--- config.mk ---
export PLATFORM = sky130hd
export DESIGN_NAME = req_arbiter8
export DESIGN_NICKNAME = d
export VERILOG_FILES = /design/src/rtl/arb_pkg.sv /design/src/rtl/arb_rr_pick8.sv /design/src/rtl/req_arbiter8.sv
export SDC_FILE = /design/constraint.sdc
export NUM_CORES = 1
export LEC_CHECK = 0
export BUFFER_PORTS_ARGS = -buffer_cell sky130_fd_sc_hd__buf_2
export CAP_MARGIN = 0
export CORE_ASPECT_RATIO = 0.75
export CORE_MARGIN = 2
export CORE_UTILIZATION = 40
export CTS_CLUSTER_DIAMETER = 150
export CTS_CLUSTER_SIZE = 16
export DETAILED_ROUTE_END_ITERATION = 6
export SLEW_MARGIN = 5
export SYNTH_ARGS = -nofsm -noshare
export SYNTH_HDL_FRONTEND = slang
export SYNTH_SLANG_ARGS = --single-unit
--- constraint.sdc ---
create_clock -name clk -period 5.35 [get_ports clk]
set_clock_uncertainty 0.2 [all_clocks]
set_input_delay 0.8025 -clock clk [delete_from_list [all_inputs] [get_ports clk]]
set_output_delay 0.8025 -clock clk [all_outputs]
set_load 0.05 [all_outputs]
--- src/rtl/arb_pkg.sv ---
// -----------------------------------------------------------------------------
// arb_pkg
//
// Purpose:
//    Shared types, sizes and a small helper for the 8-requester arbiter.
//
// Contents:
//    NUM_REQ        number of requesters (8)
//    IDX_W          width of a requester index (3)
//    arb_state_t    arbiter FSM state (IDLE, GRANT)
//    req_vec_t      one bit per requester
//    idx_t          binary requester index
//    idx_to_onehot  index -> one-hot requester vector
// -----------------------------------------------------------------------------
package arb_pkg;

   localparam int NUM_REQ = 8;
   localparam int IDX_W   = 3;

   typedef enum logic {
      IDLE  = 1'b0,
      GRANT = 1'b1
   } arb_state_t;

   typedef logic [NUM_REQ-1:0] req_vec_t;
   typedef logic [IDX_W-1:0]   idx_t;

   function automatic req_vec_t idx_to_onehot(input idx_t idx);
      return req_vec_t'(1) << idx;
   endfunction

endpackage

--- src/rtl/arb_rr_pick8.sv ---
// -----------------------------------------------------------------------------
// arb_rr_pick8
//
// Purpose:
//    Combinational rotating-priority picker for eight requesters.
//    In round-robin mode the search order is start_idx-1, start_idx-2, ...,
//    start_idx (mod 8); in fixed mode the rotation is forced to zero, so the
//    order is 7 down to 0. A sole requester always wins.
//
// Ports:
//    req        in   8  request vector
//    start_idx  in   3  index of the previous winner (rotation point)
//    rr_mode    in   1  1 = rotate by start_idx, 0 = fixed priority
//    any        out  1  at least one request is present
//    idx        out  3  winning index (meaningful only when any = 1)
// -----------------------------------------------------------------------------
module arb_rr_pick8
   import arb_pkg::*;
(
   input  logic [NUM_REQ-1:0] req,
   input  logic [IDX_W-1:0]   start_idx,
   input  logic               rr_mode,
   output logic               any,
   output logic [IDX_W-1:0]   idx
);

   idx_t     start_eff;
   req_vec_t rot;
   idx_t     rot_pos;

   assign start_eff = rr_mode ? start_idx : '0;

   // rot[j] = req[(j + start) mod 8]; this puts req[start-1] on bit 7 and
   // req[start] on bit 0, so a plain "highest bit wins" encoder yields the
   // desired round-robin order.
   generate
      for (genvar gi = 0; gi < NUM_REQ; gi++) begin : g_rot
         idx_t src;
         assign src     = idx_t'(gi) + start_eff;
         assign rot[gi] = req[src];
      end
   endgenerate

   // Priority encoder, bit 7 highest: later (higher) hits overwrite earlier.
   always_comb begin
      rot_pos = '0;
      for (int i = 0; i < NUM_REQ; i++) begin
         if (rot[i]) begin
            rot_pos = idx_t'(i);
         end
      end
   end

   // Un-rotate; the 3-bit add wraps modulo 8.
   assign idx = rot_pos + start_eff;
   assign any = |req;

endmodule

--- src/rtl/req_arbiter8.sv ---
// -----------------------------------------------------------------------------
// req_arbiter8
//
// Purpose:
//    Sequential arbiter sharing one downstream resource among eight
//    requesters. Fixed priority (bit 7 highest) or round-robin (priority
//    rotates past the last winner). The grant is registered and held until
//    the owner releases, drops its request, or holds for MAX_HOLD cycles.
//    Every grant is followed by at least one idle cycle before re-arbitration.
//
// Parameters:
//    MAX_HOLD     maximum consecutive grant cycles (2..256)
//    HC_W         hold-counter width, derived from MAX_HOLD
//
// Ports:
//    clk          in   1  clock, rising edge
//    rst          in   1  asynchronous active-high reset
//    req          in   8  request vector, held high while wanted
//    rr_mode      in   1  1 = round-robin, 0 = fixed; sampled at arbitration
//    rel          in   1  owner's done pulse; ends the current grant
//                         ("release" is a reserved word, hence the short name)
//    gnt          out  8  registered one-hot grant
//    gnt_idx      out  3  index of the granted requester, 0 when idle
//    gnt_valid    out  1  a grant is active
//    gnt_timeout  out  1  one-cycle pulse: previous grant hit MAX_HOLD
// -----------------------------------------------------------------------------
module req_arbiter8
   import arb_pkg::*;
#(
   parameter  int MAX_HOLD = 16,
   localparam int HC_W     = $clog2(MAX_HOLD)
)
(
   input  logic               clk,
   input  logic               rst,
   input  logic [NUM_REQ-1:0] req,
   input  logic               rr_mode,
   input  logic               rel,
   output logic [NUM_REQ-1:0] gnt,
   output logic [IDX_W-1:0]   gnt_idx,
   output logic               gnt_valid,
   output logic               gnt_timeout
);

   // ---------------------------------------------------------------- state
   arb_state_t      state_reg,       state_next;
   logic [HC_W-1:0] hold_cnt_reg,    hold_cnt_next;
   idx_t            last_idx_reg,    last_idx_next;
   req_vec_t        gnt_reg,         gnt_next;
   idx_t            gnt_idx_reg,     gnt_idx_next;
   logic            gnt_valid_reg,   gnt_valid_next;
   logic            gnt_timeout_reg, gnt_timeout_next;

   // ---------------------------------------------------------------- picker
   logic pick_any;
   idx_t pick_idx;

   arb_rr_pick8 u_pick (
      .req       (req),
      .start_idx (last_idx_reg),
      .rr_mode   (rr_mode),
      .any       (pick_any),
      .idx       (pick_idx)
   );

   // ---------------------------------------------------------------- grant end conditions
   // Owner-driven termination takes precedence over the hold limit, so a
   // release on the final allowed cycle never produces a timeout pulse.
   logic end_by_owner;
   logic hold_last;

   assign end_by_owner = rel || !req[gnt_idx_reg];
   assign hold_last    = (hold_cnt_reg == HC_W'(MAX_HOLD - 1));

   // ---------------------------------------------------------------- state register
   always_ff @(posedge clk or posedge rst) begin
      if (rst) begin
         state_reg       <= IDLE;
         hold_cnt_reg    <= '0;
         last_idx_reg    <= '0;
         gnt_reg         <= '0;
         gnt_idx_reg     <= '0;
         gnt_valid_reg   <= 1'b0;
         gnt_timeout_reg <= 1'b0;
      end else begin
         state_reg       <= state_next;
         hold_cnt_reg    <= hold_cnt_next;
         last_idx_reg    <= last_idx_next;
         gnt_reg         <= gnt_next;
         gnt_idx_reg     <= gnt_idx_next;
         gnt_valid_reg   <= gnt_valid_next;
         gnt_timeout_reg <= gnt_timeout_next;
      end
   end

   // ---------------------------------------------------------------- next-state logic
   always_comb begin
      state_next = state_reg;
      case (state_reg)
         IDLE: begin
            if (pick_any) begin
               state_next = GRANT;
            end
         end
         GRANT: begin
            if (end_by_owner || hold_last) begin
               state_next = IDLE;
            end
         end
      endcase
   end

   // ---------------------------------------------------------------- output / datapath logic
   // Computes the values loaded into the output registers at the next edge.
   // Anything not explicitly held defaults to the idle (cleared) value,
   // which is what produces the mandatory dead cycle after every grant.
   always_comb begin
      gnt_next         = '0;
      gnt_idx_next     = '0;
      gnt_valid_next   = 1'b0;
      gnt_timeout_next = 1'b0;
      hold_cnt_next    = hold_cnt_reg;
      last_idx_next    = last_idx_reg;
      case (state_reg)
         IDLE: begin
            if (pick_any) begin
               gnt_next       = idx_to_onehot(pick_idx);
               gnt_idx_next   = pick_idx;
               gnt_valid_next = 1'b1;
               hold_cnt_next  = '0;
               last_idx_next  = pick_idx;
            end
         end
         GRANT: begin
            if (end_by_owner) begin
               hold_cnt_next = '0;
            end else if (hold_last) begin
               hold_cnt_next    = '0;
               gnt_timeout_next = 1'b1;
            end else begin
               gnt_next       = gnt_reg;
               gnt_idx_next   = gnt_idx_reg;
               gnt_valid_next = 1'b1;
               hold_cnt_next  = hold_cnt_reg + HC_W'(1);
            end
         end
      endcase
   end

   // ---------------------------------------------------------------- outputs
   assign gnt         = gnt_reg;
   assign gnt_idx     = gnt_idx_reg;
   assign gnt_valid   = gnt_valid_reg;
   assign gnt_timeout = gnt_timeout_reg;

endmodule
==> results of run 1 <==
-- layout make-up --
cell class | count | area [µm²]
clock buffers | 4 | 55.05
fillers | 324 | 1748
inverters | 7 | 26.28
multi-input cells | 112 | 878.3
flip-flops and latches | 20 | 500.5
well taps | 40 | 50.05
repair buffers | 24 | 120.1
-- cells in the mapped netlist (2+ instances only) --
cell type	number
nor2b_1	2
xor2_1	3
mux2_2	4
nand3b_1	2
buf_2	2
inv_1	7
a211o_1	2
nor4_1	2
nand2b_1	3
ha_1	3
dfrtp_1	20
a22o_1	4
nand2_1	25
buf_6	2
a21oi_1	5
a31oi_1	3
mux4_2	6
o21ai_0	9
nor2_1	7
mux2i_1	11
nand3_1	4
clkbuf_1	3
or3_1	2
-- routing by layer --
layer / part of all wire [%] / wire (µm)
met1: 48 / 1592
met2: 46 / 1505
met3: 5.2 / 172
met4: 0.64 / 21
met5: 0 / 0
-- cells by family (layout without fill, tap and decap cells) --
kind of cell / after synthesis / count (layout) / synth area share (%)
muxes: 21 / 21 / 19.93
DFF: 20 / 20 / 34.36
xor gates and xnor gates: 5 / 5 / 4.296
buffers and inverters: 15 / 35 / 5.327
and+or+nand+nor: 53 / 53 / 18.47
AOI/OAI and AO/OA: 29 / 29 / 13.66
adders and majority gates: 4 / 4 / 3.952
-- worst min-delay path: cells and delay by family (launching register included) --
family           cells  cell delay [ps]
flip-flops           1              340
AO/OA/AOI/OAI        1               60
AND/OR/NAND/NOR      1               50
-- power groups by stage --
stage,logic [mW],clock network [mW],registers (mW)
5_1_grt,0.728,0.125,0.274
2_1_floorplan,0.475,0,0.336
3_5_place_dp,0.668,0,0.266
6_report,0.669,0.115,0.264
4_1_cts,0.671,0.117,0.263
3_3_place_gp,0.655,0,0.262
-- path summary, 6_finish.rpt --
kind	startpoint	endpoint	slack, ps	cells past startpoint
setup / recovery	rr_mode	gnt[0]$_DFFE_PP0P_	1280	11
hold / removal	gnt[5]$_DFFE_PP0P_	gnt[5]$_DFFE_PP0P_	280	2
setup reg to reg	last_idx_reg[0]$_DFFE_PP0P_	gnt[0]$_DFFE_PP0P_	1340	10
hold reg to reg	gnt[5]$_DFFE_PP0P_	gnt[5]$_DFFE_PP0P_	280	2
max in group asynchronous	rst	gnt[1]$_DFFE_PP0P_	4020	2
min in group asynchronous	rst	gnt[5]$_DFFE_PP0P_	460	2
-- per-stage QoR --
step                      std cells  instance area, µm²  power (mW)  hold slack, ps
after floorplan                 147                1456      0.8110           273.8
after detailed placement        203                1575      0.9343           259.1
after global routing            207                1630       1.127           295.1
after CTS                       207                1630       1.051           284.5
after global placement          203                1575      0.9176           261.5
final                           207                1630       1.047           284.7
==> summary.txt, run 1 <==
Placement
  • HPWL after DPL: 2535 µm
  • I/O Buffers: 24
  • RePlAce Congestion: 0.9112
  • Post-place setup slack: 1004 ps

Routing
  • Drt drc: 0
  • Vias: 1238
  • Final WL: 3291 µm
  • TritonRoute pass-1 iters: 4
  • ANT nets after route: 0
  • Vias per cell: 5.981
  • First DRT Iteration DRCs: 62
  • Routed len/inst: 15.90 µm

Clock network
  • Longest Clk Path Bufs: 2
  • CTS sink count: 20
  • Reg clk slew, reported paths: 70 ps
  • Inserted Clock Buffers: 3
  • Post CTS Setup Buffer Count: 0
  • CTS Hold Bufs: 0
  • CTS tree: done
  • CTS H-Tree Depth: 1
  • Root buf cell: clkbuf_8
  • Worst-skew pair later-pin latency: 260 ps
  • PostCTS Resize Cnt: 0

Global routing
  • GRT met2 Usage: 24.49%
  • Tot GR Track Use: 17.20%
  • GRT Residual Overflow: 0
  • Routing usage on met3: 4.488%
  • Vias in the first global route: 1154
  • Initial antenna violation count: 0
  • First-pass GRT wire length: 5602 µm
  • Gr busiest metal: met1
  • Met1 usage: 26.39%
  • Largest net degree at the start of global routing: 21

Synthesis
  • Number of enable flip-flop cells after synthesis: 0
  • Count of different cell masters after synthesis: 39
  • Total nets after synthesis: 163
  • Syn Area/Cell: 9.907 µm²
  • Post-Syn Area: 0.001456 mm²
  • Synth top area cells: dfrtp_1 (34%), mux4_2 (9.3%), mux2i_1 (7.6%), nand2_1 (6.4%), o21ai_0 (3.1%)
  • FFs w/ async S/R, synth: 100.0%
  • Sequential-to-total area share from yosys stat: 34.36%
  • Most used DFF post-synth: dfrtp_1
  • YS warnings: 0
  • Synth Instances: 147
  • Synthesized flop and latch total: 20
  • Share of the synthesized area in the top cell type: 34.36%
  • Cell taking the most area after synthesis: dfrtp_1

Cells and area
  • Largest register FFs: 8
  • Most frequent cells in the layout: nand2_1 (25), buf_2 (24), dfrtp_1 (20), mux2i_1 (11), o21ai_0 (9)
  • Layout Nets: 184
  • Area Growth Syn to Fin: 11.94%
  • Diodes inserted: 0
  • Final Util: 48.26%
  • Most common cell after layout, fill and taps aside: nand2_1
  • Layout cell share with drive strength beyond 1: 25.15%

Outcome
  • Outcome: complete, no violations

STA
  • Final Cycle Share: 76.00%
  • Max Fclk: 0.2460 GHz
  • Fin crit period: 4066 ps
  • Final Max Tran Viols: 0
  • Worst-Margin Slew: 948.8 ps
  • Setup-failing EPs final: 0
  • Rel. slew slack: 36.62%
  • Unrepaired setup endpoints after global routing: no
  • Setup ws final: 1284 ps
  • Setup TNS: 0 ps
  • Fin. Hold Viols: 0

Worst setup path
  • Worst path buffer plus inverter count: 2
  • CP endpoint kind: register
  • Worst path cell trace: buf_2, nand2_1, ha_1, mux4_2, o221ai_1, ha_1, inv_1, fa_1, xor2_1, xnor2_4, a32o_1
  • Critical Path RT: 5300 ps
  • Cell family with most CP delay: adder cells
  • Delay of the slowest critical-path stage: 570 ps
  • Slowest cell on the critical path: mux4_2
  • Critical path class: in2reg
  • Critical Path Start Type: primary input
  • Most used cell along the critical path: ha_1
  • Crit path max fanout: 11
  • CP arrival: 4020 ps

Power
  • Static leakage: 0.8022 nW
  • Flop pwr share: 25.2%
  • PwrDens: 642.3 mW/mm²
  • Sw Share: 50.29%
  • Comb power frac: 63.9%
  • P_int: 0.5205 mW
  • NetSw: 0.5266 mW
  • Clk network pwr share: 10.9%
  • Peak VDD IR: 0.0003145 V

Die
  • Core area: 0.003378 mm²
  • Die height: 56.26 µm
  • Initial Utilization: 43.11%
  • Die width: 73.68 µm
  • # rows: 18
  • Die footprint: 0.004145 mm²
  • I/O pin total: 25

Run
  • Max cap viols: 0

Min path
  • Hold Crit Class: reg2reg
Power figures use the tool's default switching activity.
==> run 2: changes to the inputs <==
clock period = 3.4 ns   (was 5.35 ns; I/O delays follow)
==> summary.txt, run 2 (same netlist as run 1, synthesis figures left out) <==
Outcome
  • Outcome: complete, no violations

STA
  • Worst-Margin Slew: 746.6 ps
  • Fin. Hold Viols: 0
  • Max Fclk: 0.3086 GHz
  • Final Cycle Share: 95.31%
  • Rel. slew slack: 50.17%
  • Setup TNS: 0 ps
  • Unrepaired setup endpoints after global routing: no
  • Final Max Tran Viols: 0
  • Setup-failing EPs final: 0
  • Fin crit period: 3241 ps

Placement
  • I/O Buffers: 24
  • RePlAce Congestion: 0.9368
  • HPWL after DPL: 2617 µm

Worst setup path
  • Critical Path Start Type: register
  • Worst path cell trace: nand2_1, buf_4, mux2i_2, mux2i_1, mux2_2, a31oi_1, o221ai_1, ha_1, inv_1, fa_2, nand3_1, inv_1, a22o_1
  • Crit path max fanout: 9
  • Cell family with most CP delay: adder cells
  • Critical path class: reg2reg
  • Slowest cell on the critical path: fa_2
  • Worst path buffer plus inverter count: 3
  • CP endpoint kind: register
  • Delay of the slowest critical-path stage: 520 ps
  • CP arrival: 3190 ps
  • Critical Path RT: 3350 ps
  • Most used cell along the critical path: inv_1

Clock network
  • Inserted Clock Buffers: 3
  • CTS tree: done
  • Root buf cell: clkbuf_8
  • Worst-skew pair later-pin latency: 260 ps
  • CTS H-Tree Depth: 1
  • CTS Hold Bufs: 0
  • Longest Clk Path Bufs: 2
  • CTS sink count: 20
  • Reg clk slew, reported paths: 80 ps

Run
  • Max cap viols: 0

Routing
  • Vias per cell: 5.632
  • First DRT Iteration DRCs: 38
  • ANT nets after route: 0
  • TritonRoute pass-1 iters: 4
  • Routed len/inst: 15.26 µm
  • Drt drc: 0
  • Vias: 1256
  • Final WL: 3402 µm

Min path
  • Hold Crit Class: in2async

Power
  • PwrDens: 1022 mW/mm²
  • Peak VDD IR: 0.0006560 V
  • Static leakage: 0.8689 nW

Cells and area
  • Area Growth Syn to Fin: 23.11%
  • Diodes inserted: 0
  • Most frequent cells in the layout: nand2_1 (25), buf_2 (24), dfrtp_1 (19), buf_4 (16), o21ai_0 (9)
  • Sequential Area: 501.7 µm²
  • Layout cell share with drive strength beyond 1: 35.52%
  • Multi-input logic area: 903.4 µm²
  • FILL cells: 317
  • Layout Nets: 200
  • Most common cell after layout, fill and taps aside: nand2_1
  • Largest register FFs: 8
  • Final Util: 53.07%

Die
  • Die width: 73.68 µm
  • Core area: 0.003378 mm²
  • Die height: 56.26 µm
  • I/O pin total: 25
  • Initial Utilization: 43.11%
  • Die footprint: 0.004145 mm²
  • # rows: 18

Global routing
  • Vias in the first global route: 1188
  • Tot GR Track Use: 17.34%
  • Initial antenna violation count: 0
  • First-pass GRT wire length: 5671 µm
  • GRT Residual Overflow: 0
  • Largest net degree at the start of global routing: 21
[run 2: what timing repair did]
item	in CTS	in global routing
hold endpoints to repair	0	0
setup endpoints to repair	0	11
setup buffers	0	0
gates resized for setup	0	6
[run 2: layout make-up]
cell class	instances	area share (%)
clock buffer	3	2.303
clock inverter	1	1.675
inverter	7	1.465
multi-input combinational	112	50.38
sequential	20	27.98
tap	40	2.791
timing repair buffer	40	13.40
[run 2: worst register-to-register path: cells and delay by family (launching register included)]
family | cells | cell delay, ps
fa+ha+maj | 2 | 720
compound gates | 3 | 460
mux | 3 | 710
flops | 1 | 470
buf+inv | 3 | 320
simple gates | 2 | 260
[run 2: where the power goes]
group          leakage (nW)  internal [mW]  switching, mW
clock                0.0357          0.157         0.0770
sequential            0.262          0.316         0.0887
combinational         0.571          0.512          0.682
[run 2: worst paths after layout]
kind	start	cells after the start	slack, ps	end
worst max-delay path	last_idx_reg[0]$_DFFE_PP0P_	13	160	gnt[1]$_DFFE_PP0P_
worst min-delay path	rst	2	170	gnt[5]$_DFFE_PP0P_
worst max register to register	last_idx_reg[0]$_DFFE_PP0P_	13	160	gnt[1]$_DFFE_PP0P_
worst min register to register	gnt[4]$_DFFE_PP0P_	2	280	gnt[4]$_DFFE_PP0P_
max in group asynchronous	rst	2	2320	last_idx_reg[0]$_DFFE_PP0P_
min in group clk	gnt[4]$_DFFE_PP0P_	2	280	gnt[4]$_DFFE_PP0P_
[run 2: metrics by stage]
step	cell area (µm²)	instances	hold WS [ps]	total power, mW	setup WS, ps
2_1_floorplan	1464	147	273.8	1.285	2.041
3_3_place_gp	1703	219	264.0	1.574	-54.28
3_5_place_dp	1703	219	267.4	1.581	-74.37
4_1_cts	1774	223	193.5	1.823	30.94
5_1_grt	1793	223	227.4	1.965	7.034
6_report	1793	223	169.1	1.833	159.4
[run 2: metal layers]
metal | vias to the layer above | part of all wire (%) | track usage, %
met3 | 0 | 6.9 | 3.950
li1 | 605 | - | -
met4 | 0 | 0 | 2.857
met5 | - | 0 | 0
met1 | 613 | 49 | 26.88
met2 | 38 | 44 | 24.87
